==> src/rtl/uart_tx_feeder.sv <==
// uart_tx_feeder: byte FIFO plus sequencer feeding a UART transmitter over a char/go/done handshake.
// Ports: CLK/RST (async, active-high); wr_data/wr_en enqueue; flush drops queued bytes;
// ovf_clr clears sticky overflow; full/empty/count/overflow/busy status;
// tx_char/tx_go drive the transmitter, tx_done is its completion level.
module uart_tx_feeder #(
    parameter int DEPTH_LOG2 = 4
) (
    input  logic                  CLK,
    input  logic                  RST,
    input  logic [7:0]            wr_data,
    input  logic                  wr_en,
    input  logic                  flush,
    input  logic                  ovf_clr,
    output logic                  full,
    output logic                  empty,
    output logic [DEPTH_LOG2:0]   count,
    output logic                  overflow,
    output logic                  busy,
    output logic [7:0]            tx_char,
    output logic                  tx_go,
    input  logic                  tx_done
);
    localparam int DEPTH = 1 << DEPTH_LOG2;
    typedef enum logic [1:0] {IDLE, GO, SETTLE, WAIT} state_t;
    state_t                state_q, state_d;
    logic [7:0]            mem_q [DEPTH];
    logic [DEPTH_LOG2-1:0] rd_ptr_q, rd_ptr_d, wr_ptr_q, wr_ptr_d;
    logic [DEPTH_LOG2:0]   count_q, count_d;
    logic                  overflow_q, overflow_d, tx_go_q, tx_go_d;
    logic [7:0]            tx_char_q, tx_char_d;
    logic                  wr_ok, pop;
    assign full     = count_q == (DEPTH_LOG2+1)'(DEPTH);
    assign empty    = count_q == '0;
    assign count    = count_q;
    assign overflow = overflow_q;
    assign busy     = state_q != IDLE;
    assign tx_char  = tx_char_q;
    assign tx_go    = tx_go_q;
    always_comb begin
        wr_ok      = wr_en && !full && !flush;
        // flush cancels a same-cycle pop; the sequencer simply stays in IDLE
        pop        = state_q == IDLE && !empty && !flush;
        wr_ptr_d   = flush ? '0 : wr_ptr_q + DEPTH_LOG2'(wr_ok);
        rd_ptr_d   = flush ? '0 : rd_ptr_q + DEPTH_LOG2'(pop);
        count_d    = flush ? '0 : count_q + (DEPTH_LOG2+1)'(wr_ok) - (DEPTH_LOG2+1)'(pop);
        // a dropped write is judged on the pre-edge full, and set beats clear
        overflow_d = (wr_en && full) || (overflow_q && !ovf_clr);
        tx_char_d  = pop ? mem_q[rd_ptr_q] : tx_char_q;
        tx_go_d    = pop;
        // SETTLE deliberately ignores tx_done: it may still be high from the last frame
        case (state_q)
            IDLE:    state_d = pop ? GO : IDLE;
            GO:      state_d = SETTLE;
            SETTLE:  state_d = WAIT;
            WAIT:    state_d = tx_done ? IDLE : WAIT;
            default: state_d = IDLE;
        endcase
    end
    always_ff @(posedge CLK or posedge RST) begin
        if (RST) begin
            state_q    <= IDLE;
            rd_ptr_q   <= '0;
            wr_ptr_q   <= '0;
            count_q    <= '0;
            overflow_q <= 1'b0;
            tx_char_q  <= 8'h00;
            tx_go_q    <= 1'b0;
        end else begin
            state_q    <= state_d;
            rd_ptr_q   <= rd_ptr_d;
            wr_ptr_q   <= wr_ptr_d;
            count_q    <= count_d;
            overflow_q <= overflow_d;
            tx_char_q  <= tx_char_d;
            tx_go_q    <= tx_go_d;
        end
    end
    always_ff @(posedge CLK) begin
        if (wr_ok) mem_q[wr_ptr_q] <= wr_data;
    end
endmodule

==> config.mk <==
export PLATFORM = sky130hd
export DESIGN_NAME = uart_tx_feeder
export DESIGN_NICKNAME = d
export VERILOG_FILES = /design/src/rtl/uart_tx_feeder.sv
export SDC_FILE = /design/constraint.sdc
export NUM_CORES = 1
export LEC_CHECK = 0
export ABC_AREA = 1
export CAP_MARGIN = 10
export CORE_MARGIN = 1.5
export CORE_UTILIZATION = 59
export DETAILED_ROUTE_END_ITERATION = 8
export GPL_TIMING_DRIVEN = 0
export MAX_ROUTING_LAYER = met4
export PLACE_DENSITY = 0.89
export SYNTH_ARGS = -nofsm -noshare
export SYNTH_HDL_FRONTEND = slang
export SYNTH_SLANG_ARGS = --single-unit
==> constraint.sdc <==
create_clock -name CLK -period 3.2 [get_ports CLK]
set_input_delay 0.64 -clock CLK [delete_from_list [all_inputs] [get_ports CLK]]
set_output_delay 0.64 -clock CLK [all_outputs]
set_load 0.01 [all_outputs]
# After elaboration in Yosys (flattened, before gate mapping)
# Memory sizes are Yosys's and may differ from the RTL's. A register that Yosys moved wholly into a read port is not among the register bits.
# Index checks and enable logic that the tools add are counted.
# classes
add_sub_neg	4
n_mul	0
div	0
magnitude_cmp	0
eq_ne	4
shifts	0
mux	8
n_bitwise	0
n_reduce_logical	14
# op_table
cell	count
adder 4 x 1 -> 4 bit	2
two-way mux 4 bit	2
case mux 2 bit (4 select lines)	1
logical AND 1 bit	6
adder 5 x 1 -> 5 bit	1
== test 5 bit (second input constant)	1
zero test 5 bit	1
two-way mux 5 bit	1
subtractor 5 x 1 -> 5 bit	1
== test 2 bit (second input constant)	2
zero test 1 bit	4
two-way mux 1 bit	3
== test 2 x 1 -> 1 bit (second input constant)	1
zero test 2 bit	1
two-way mux 2 bit	1
nonzero test 2 bit	1
logical OR 1 bit	1
# word_totals
register_bits	17
latch_bits	0
ram_bits	128
rom_bits	0
in_bits	14
out_inout_bits	18
word_cells	37
mem_count	1
# mem_list
name	depth	width	rd	rd_clocked_by_memory_dff	wr	line	source
mem_q	16	8	1	1	1	26	logic [7:0] mem_q [DEPTH];

# Longest topological paths before layout
# logic_depth
word_depth	7
ltp_mapped	15
mapped_depth_nobuf	15

# Least setup slack after synthesis
# Ideal clock, no wire load.
# synth_timing
path_type	input -> register
start	input flush
end	register count_q[4], in the netlist count[4]
setup_ns	0.077
arrival_time_ns	2.544
t_required_ns	3.123
path_slack_ns	0.579
cell_stages	14
path_buffers	1
path_cell_list	buf_2 > inv_2 > nand4_2 > inv_2 > ha_1 > inv_1 > ha_1 > inv_1 > fa_1 > inv_1 > a21oi_1 > o21bai_1 > o21ai_0 > a21oi_1
# synth_between
word_cells_on_any_way	6
classes_between	2 x add/sub; 1 x mux; 3 x reduce/logical
# synth_rtl
item	line	source
start: declaration	12	input logic flush,
zero test 1 bit	42	pop = state_q == IDLE && !empty && !flush;
logical AND 1 bit	42	
via pop	31	logic wr_ok, pop;
subtractor 5 x 1 -> 5 bit	45	count_d = flush ? '0 : count_q + (DEPTH_LOG2+1)'(wr_ok) - (DEPTH_LOG2+1)'(pop);
two-way mux 5 bit	45	
via count_d[4]	28	logic [DEPTH_LOG2:0] count_q, count_d;
end signal: assignment	72	count_q <= count_d;
end: declaration	28	
# The timed path passes the listed nets, and every way through them passes these cells.

# Final worst setup path
# layout_timing
start	register count_q[3], in the netlist count[3]
end	register count_q[4], in the netlist count[4]
# layout_between
word_cells_on_any_way	11
classes_between	2 x add/sub; 1 x eq/ne; 1 x mux; 7 x reduce/logical
# layout_rtl
item	line	source
zero test 5 bit	33	assign empty = count_q == '0;
zero test 1 bit	42	
logical AND 1 bit (2 in series)	42	
via pop	31	
subtractor 5 x 1 -> 5 bit	45	
two-way mux 5 bit	45	
via count_d[4]	28	
# The timed path passes the listed nets, and every way through them passes these cells.

==> results.cfg <==
[synth]
synth.top_cell.area_share = 0.569
synthDistinctLibCells = 21
ys_ff_latch = 153
ys_top_cells_by_area = edfxtp_1 (57%), nand2_1 (11%), dfrtp_1 (9.3%)
synth-async-reset-ratio = 0.163
synth_commonest_cells = nand2_1 (203), edfxtp_1 (128), inv_1 (122)
syn_avg_cell_area_um2 = 10.1
ys.warnings.count = 0
synth_most_common_cell = nand2_1
synth_edf_count = 128
yosys.area.top_type = edfxtp_1
synthFlopType = edfxtp_1
ys_seq_area_frac = 0.661
syn_nets = 693
synth_area_um2 = 6760
synthCells = 668

[power]
total_power_mw = 5.61
vdd_drop_max_v = 0.000542
combPwrFrac = 0.224
seq_power_share = 0.422
power.net_switching_mw = 1.60
intPower_mw = 4.01
clock_power_share = 0.354
p_per_area_nw_per_um2 = 716
switching_share = 0.285
leakage_nw = 3.47

[floorplanning]
rows = 38
dieArea_um2 = 12100
io_pins = 32
initial_utilization = 0.616
die_h_um = 110
core_area_um2 = 11000
die_w_um = 110

[placement]
dp_cells = 838
postPlaceCellArea_um2 = 7240
place_ws_ns = 0.240
detailed_place_hpwl_mm = 10.7
place_congestion = 0.960
port_buffers = 30

[grt]
gr-usage-all-layers = 0.311
overflow = 0
grt_pass1_vias = 4867
grt_start_max_net_pins = 26
antenna_found_initial = 0
grt_first_pass_wirelength_mm = 25.7

[finish]
fin_nets = 742
area_delta_synth_final_pct = 16.0
multi_input_area_um2 = 1640
drive_above_1_share = 0.0795
fin_util = 0.714
antenna_cells = 0
fill_cells = 715
stdcell_area_um2 = 7840
final_cells = 870
seq_area_um2 = 4470

[cts]
cts_inserted_buffers = 17
ctsHoldBuffers = 0
clock-root-buffer = clkbuf_16
cts_num_sinks = 153
htreeDepth = 4
tritoncts = done
cts_resized = 0
cts_buffer_depth = 2
cts.clk_slew.worst_paths_ns = 0.06
postCtsSetupBuffers = 0
clkLatencyLatePin_ns = 0.42

[sta]
finalClockSkew_ns = 0.00913
slew_headroom = 0.371
timing.final.crit_share = 0.885
holdWs_ns = 0.484
rsz0062_at_grt = no
setup_slack_ns = 0.369
hold_violations = 0
finalSetupViolCount = 0
setup_tns_ns = 0
worst_pin_slew_ns = 0.942
fmax_mhz = 353
final_max_slew_viol_count = 0
period_minus_slack_ns = 2.83

[worst_setup_path]
critPathMaxFanout = 11
crit_chain = inv_1 -> ha_1 -> nand4_1 -> nand4_2 -> inv_2 -> ha_1 -> inv_1 -> ha_1 -> inv_1 -> fa_1 -> inv_1 -> a21oi_1 -> o21bai_1 -> o21ai_0 -> a21oi_1
cp-start-kind = flop
path_common_cell = inv_1
cp_data_arrival_time_ns = 3.17
critPathKind = flop to flop
r2r_cells = 15
crit_path_end_kind = flop
crit_path_top_delay_cell = dfrtp_1
cp_data_required_time_ns = 3.54
slowest_delay_ns = 0.40

[drt]
antenna_left = 0
routed_wl_mm = 16.4
drc = 0
dr.pass1.iters = 6
avgRoutedWirePerCell_um = 18.8
routed-via-count = 4836
viasPerCell = 5.56
drtIter0Drc = 563

[min_path]
hp-class = flop to flop
hold_depth = 2

[run_status]
status = completed

[flow_run]
drv_cap = 0
-- final timing paths --
check | slack, ns | end | start
min reg2reg | 0.48 | tx_char[4] | tx_char[4]
min in group asynchronous | 0.73 | tx_char[7] | RST
max | 0.37 | count[4] | count[3]
min | 0.48 | tx_char[4] | tx_char[4]
max reg2reg | 0.37 | count[4] | count[3]
max in group asynchronous | 1.89 | rd_ptr_q[2] | RST
-- kinds of logic (layout without fill, tap and decap cells) --
group,Yosys count,count (layout),share of synthesized area
AND/OR/NAND/NOR,332,332,0.205
flip-flops,153,153,0.661
buffers and inverters,153,215,0.0962
AO/OA/AOI/OAI,17,17,0.0131
adder cells (fa/ha/maj),11,11,0.0215
XOR/XNOR,2,2,0.00259
-- registers in the layout, indices dropped and copies added (netlist names) --
name,flops
tx_go,1
rd_ptr_q,4
state_q,2
count,5
mem_q,128
wr_ptr_q,4
tx_char,8
overflow,1
-- power groups by stage --
stage / logic [mW] / clock network, mW / registers [mW]
finish: 1.26 / 1.99 / 2.37
global route: 1.40 / 2.06 / 2.38
CTS: 1.25 / 1.99 / 2.37
detailed placement: 1.23 / 0 / 2.40
global placement: 1.19 / 0 / 2.40
floorplan: 0.699 / 0 / 2.43
-- cell type report --
cell class | instances | share of cell area
buffer | 25 | 0.0217
tap | 140 | 0.0223
inverter | 128 | 0.0613
sequential | 153 | 0.570
clock buffer | 27 | 0.0737
multi-input combinational | 362 | 0.209
clock inverter | 5 | 0.00335
timing repair buffer | 30 | 0.0383
-- worst max-delay path: cells and delay by family (launching register included) --
kind	cells	cell delay, ns
adders and majority gates	4	0.97
buffers and inverters	5	0.57
AOI/OAI and AO/OA	4	0.45
DFF	1	0.40
and+or+nand+nor	2	0.39
-- metal layers --
layer	global-route usage	share of wire	vias up
met3	0.0653	0.097	41
met4	0.127	0.033	0
li1	-	-	2245
met1	0.407	0.39	2272
met2	0.478	0.48	278
met5	-	0	-
-- cell usage in the layout, fill, tap and decap left out --
| cell type | instances |
|---|---|
| clkdlybuf4s50_1 | 30 |
| o21ai_0 | 8 |
| nand4_2 | 1 |
| clkinv_2 | 3 |
| ha_1 | 10 |
| nand2_1 | 203 |
| clkinvlp_4 | 1 |
| edfxtp_1 | 128 |
| fa_1 | 1 |
| dfrtp_1 | 25 |
| a31oi_1 | 1 |
| o21bai_1 | 1 |
| buf_4 | 1 |
| inv_2 | 5 |
| clkbuf_1 | 3 |
| xnor2_1 | 2 |
| buf_2 | 16 |
| buf_6 | 7 |
| clkbuf_16 | 21 |
| nand4_1 | 2 |
| clkbuf_8 | 3 |
| nor2_1 | 23 |
| buf_1 | 1 |
| nand3_1 | 103 |
| inv_1 | 122 |
| a21oi_1 | 7 |
| clkinv_1 | 2 |
No activity file was read; power rests on OpenSTA's default activity.
==> RTL change 1: new RTL, config.mk and constraints unchanged <==
Set the parameter `DEPTH_LOG2` to 3 (it was 4).
--- a/src/rtl/uart_tx_feeder.sv
+++ b/src/rtl/uart_tx_feeder.sv
@@ -3,7 +3,7 @@
 // ovf_clr clears sticky overflow; full/empty/count/overflow/busy status;
 // tx_char/tx_go drive the transmitter, tx_done is its completion level.
 module uart_tx_feeder #(
-    parameter int DEPTH_LOG2 = 4
+    parameter int DEPTH_LOG2 = 3
 ) (
     input  logic                  CLK,
     input  logic                  RST,
Ports: changed (resized count); port bits go from 32 to 31. No check against the original RTL was run, so the function may have changed too.
==> RTL change 1 against the unedited design <==
Synthesized cell count decreased by 44%; sequential cell count is 67 lower; total power fell by 48%; non-clock buffer count down 14; cell area fell by 43%; setup slack gained 260 ps; synthesized area decreased by 43%; die area is 42% lower; cell count is 43% lower; clock skew rose by 5.9 ps; wire length shrank 51%; global-route usage shrank 5.9 points; largest power group unchanged.
==> RTL change 1: results (changes against the unedited design) <==
[clock_network]
insertion_delay_ps = 370  ; -50 ps
ctsHtreeMaxLevel = 3  ; -1
cts_made_buffers = 9  ; -8
cts_root_buf = clkbuf_8
path_clk_slew_ps = 90  ; +30 ps

[finish]
nFillCells = 426  ; -40%
insertedDiodeCount = 0  ; unchanged
seq_area_sq_um = 2472  ; -45%
nets = 436  ; -41%
drive_gt1_share_pct = 9.375  ; +1.4 points
largest_register_ffs = 64  ; -50%

[grt]
grt_pass1_wl_um = 12720  ; -50%
use_met3_pct = 5.242  ; -1.3 points
use_met2_pct = 37.90  ; -9.9 points
grtUsageTotal_pct = 25.17  ; -5.9 points
grt_pass1_vias = 2593  ; -47%
use_met1_pct = 31.28  ; -9.5 points
grt_max_degree = 23  ; -12%

[pwr]
combPwrFrac_pct = 28.2  ; +5.8 points
p_total_mw = 2.939  ; -48%
p_seq_mw = 1.38  ; -42%
p_leak_nw = 1.990  ; -43%
ir_drop_mv = 0.4592  ; -15%
power_switching_mw = 0.9488  ; -41%

[sta]
finalClockSkew_ps = 15.07  ; +5.941 ps
slew_headroom_pct = 31.89  ; -5.2 points

[detailed_routing]
drt_iter0_markers = 362  ; -36%
dr_wl_met2_um = 3819  ; -52%
wl_met3_um = 808  ; -49%
wl_met1_um = 3082  ; -52%
vias_per_cell = 5.465  ; -1.7%
drt-total-wl_um = 7997  ; -51%
top_layer_used = met4
vias = 2694  ; -44%
dr.pass1.iters = 5  ; -1

[placement]
gp_congestion = 0.8393  ; -13%
post_dp_cell_area_sq_um = 4247  ; -41%
io_buffers = 29  ; -3.3%
place_ws_ps = 457.0  ; +217.1 ps
dp.cells = 477  ; -43%
hpwl_um = 4873  ; -54%

[setup_path]
crit_fanout = 3  ; -8
cp_data_arrival_time_ps = 1930  ; -1240 ps
cpLargestDelayFamily = buffers and inverters
slowest_stage = clkdlybuf4s50_1
cpPeakStageDelay_ps = 590  ; +190 ps

[yosys]
syn_nets = 396  ; -43%
netlist_instances = 371  ; -44%
yosys-top-cells-area = edfxtp_1 (50%), dfrtp_1 (14%), nand2_1 (10%)
synth.distinct_cells = 23  ; +9.5%
async_flop_share_pct = 25.58  ; +9.2 points
yosys-top-cells-count = nand2_1 (106), inv_1 (69), edfxtp_1 (64)
seq_area_frac_synth_pct = 64.05  ; -2.1 points
synth_edf_count = 64  ; -50%

[hold_path]
hold_class = input port to register

[status]
status = finished clean

[RTL change 1: final cells by class]
cell class	count	area share [%]
flip-flops and latches	86	55.71
clock inverters	7	1.522
plain buffers	12	2.509
clock buffers	9	2.791
multi-input cells	200	22.41
well taps	77	2.171
inverters	73	6.343
repair buffers	29	6.541
[RTL change 1: path summary, 6_finish.rpt]
path | cells after the start | slack, ps | startpoint | endpoint
min reg2reg | 2 | 490 | tx_char[2] | tx_char[2]
min in group asynchronous | 2 | 730 | RST | count[3]
min | 2 | 480 | flush | rd_ptr_q[0]
max reg2reg | 11 | 790 | count[2] | count[2]
max in group asynchronous | 2 | 1950 | RST | wr_ptr_q[0]
max | 4 | 630 | count[2] | empty
[RTL change 1: cell families after synthesis]
family          share of synthesized area [%]
fa+ha+maj                               3.760
compound gates                         0.6482
buf+inv                                 10.18
simple gates                            20.91
flops                                   64.05
xor+xnor                               0.4539
==> RTL change 2: new RTL, config.mk and constraints unchanged <==
Without the edit above. Encoding of `state_t`: now one-hot (4 bits for 4 states).
--- a/src/rtl/uart_tx_feeder.sv
+++ b/src/rtl/uart_tx_feeder.sv
@@ -21,7 +21,7 @@
     input  logic                  tx_done
 );
     localparam int DEPTH = 1 << DEPTH_LOG2;
-    typedef enum logic [1:0] {IDLE, GO, SETTLE, WAIT} state_t;
+    typedef enum logic [3:0] {IDLE = 4'b0001, GO = 4'b0010, SETTLE = 4'b0100, WAIT = 4'b1000} state_t;
     state_t                state_q, state_d;
     logic [7:0]            mem_q [DEPTH];
     logic [DEPTH_LOG2-1:0] rd_ptr_q, rd_ptr_d, wr_ptr_q, wr_ptr_d;
Formal check against the unedited RTL: same outputs for any inputs over 10 cycles, from zero or initial values and one cycle with RST high; not proved beyond that.
==> RTL change 2 against the unedited design <==
Cell area increased by 1.1%; sequential cell count increased by 2; largest power group unchanged; clock skew decreased by 1.9 ps; setup slack improved by 240 ps; cell count increased by 2.1%; total power increased by 7.5%; critical path depth decreased by 1; synthesized area increased by 1.9%; wire length increased by 1.6%; critical path type unchanged; hold slack improved by 10 ps; utilization decreased by 1.9 points; sequential share of layout area about the same; synthesized cell count increased by 2.2%; largest cell class unchanged.
==> RTL change 2: results (changes against the unedited design) <==
[yosys]
async_flop_share_pct = 17.42  ; +1.1 points
synth.distinct_cells = 31  ; +48%
seq_area_frac_synth_pct = 65.63  ; -0.48 points
yosys-top-cells-count = nand2_1 (206), edfxtp_1 (128), inv_1 (125)
syn_nets = 707  ; +2.0%
netlist_instances = 683  ; +2.2%
yosys-top-cells-area = edfxtp_1 (56%), nand2_1 (11%), dfrtp_1 (9.4%)
ys_warn_count = 0  ; unchanged

[placement]
gp_congestion = 0.9431  ; -1.8%
post_dp_cell_area_sq_um = 7367  ; +1.8%
hpwl_um = 10830  ; +1.2%
dp.cells = 856  ; +2.1%

[grt]
grt_pass1_vias = 4898  ; +0.64%
grt_pass1_wl_um = 26200  ; +2.0%
grtUsageTotal_pct = 30.08  ; -0.98 points

[setup_path]
cpPeakStageDelay_ps = 550  ; +150 ps
cp_data_arrival_time_ps = 2900  ; -270 ps
slowest_stage = dfstp_2
cpLargestDelayFamily = simple AND/OR/NAND/NOR gates

[status]
status = finished clean

[sta]
tightest_slew_ps = 990.3  ; +48.31 ps
finalClockSkew_ps = 7.215  ; -1.916 ps

[detailed_routing]
drt-total-wl_um = 16650  ; +1.6%
drt_iter0_markers = 692  ; +23%
vias_per_cell = 5.516  ; -0.77%

[finish]
nets = 756  ; +1.9%
drive_gt1_share_pct = 8.054  ; +0.11 points

[pwr]
ir_drop_mv = 0.5710  ; +5.3%

[hold_path]
hold_class = register to register

RTL change 2: kinds of logic after synthesis:
kind of cell	count (synthesis)	share of synthesized area, %
flip-flops	155	65.63
AND/OR/NAND/NOR	351	21.58
AO/OA/AOI/OAI	6	0.5632
adder cells (fa/ha/maj)	10	1.926
buffers and inverters	154	9.409
XOR/XNOR	7	0.8901
RTL change 2: area by class of cell:
type / count / area (sq um)
sequential: 155 / 4521
fill: 804 / 3490
multi-input combinational: 374 / 1719
inverter: 127 / 476.7
clock buffer: 20 / 436.7
timing repair buffer: 30 / 300.3
tap: 143 / 178.9
buffer: 27 / 171.4
clock inverter: 12 / 125.1
RTL change 2: final timing paths:
check	slack (ps)	end	start	depth (start not counted)
worst min register to register	490	tx_char[6]	tx_char[6]	2
worst max-delay path	610	count[4]	state_q[0]	14
max in group asynchronous	1850	wr_ptr_q[0]	RST	2
worst max register to register	610	count[4]	state_q[0]	14
min in group asynchronous	740	tx_go	RST	2
worst min-delay path	490	tx_char[6]	tx_char[6]	2
RTL change 2: metrics by stage:
step | setup WS (ps) | utilization (%) | total power, mW
floorplan | 944.0 | - | 3.470
global placement | 381.9 | 64.52 | 4.045
detailed placement | 346.0 | 64.52 | 4.111
CTS | 575.4 | 69.44 | 6.006
global route | 345.2 | 69.44 | 6.301
finish | 611.7 | 69.44 | 6.032
RTL change 2: report_power, final:
group          internal (mW)  switching, mW  leakage (nW)
Combinational          0.642           1.05          1.72
Clock                   1.14          0.782         0.261
Sequential              2.32         0.0958          1.51
Total                   4.10           1.93          3.49
RTL change 2: routing by layer:
metal | up-vias | wire length, um | GRT usage, %
met2 | 317 | 7933 | 45.56
met1 | 2253 | 6428 | 40.00
met3 | 58 | 1750 | 6.834
li1 | 2270 | - | -
met5 | - | 0 | -
met4 | 0 | 536 | 12.41
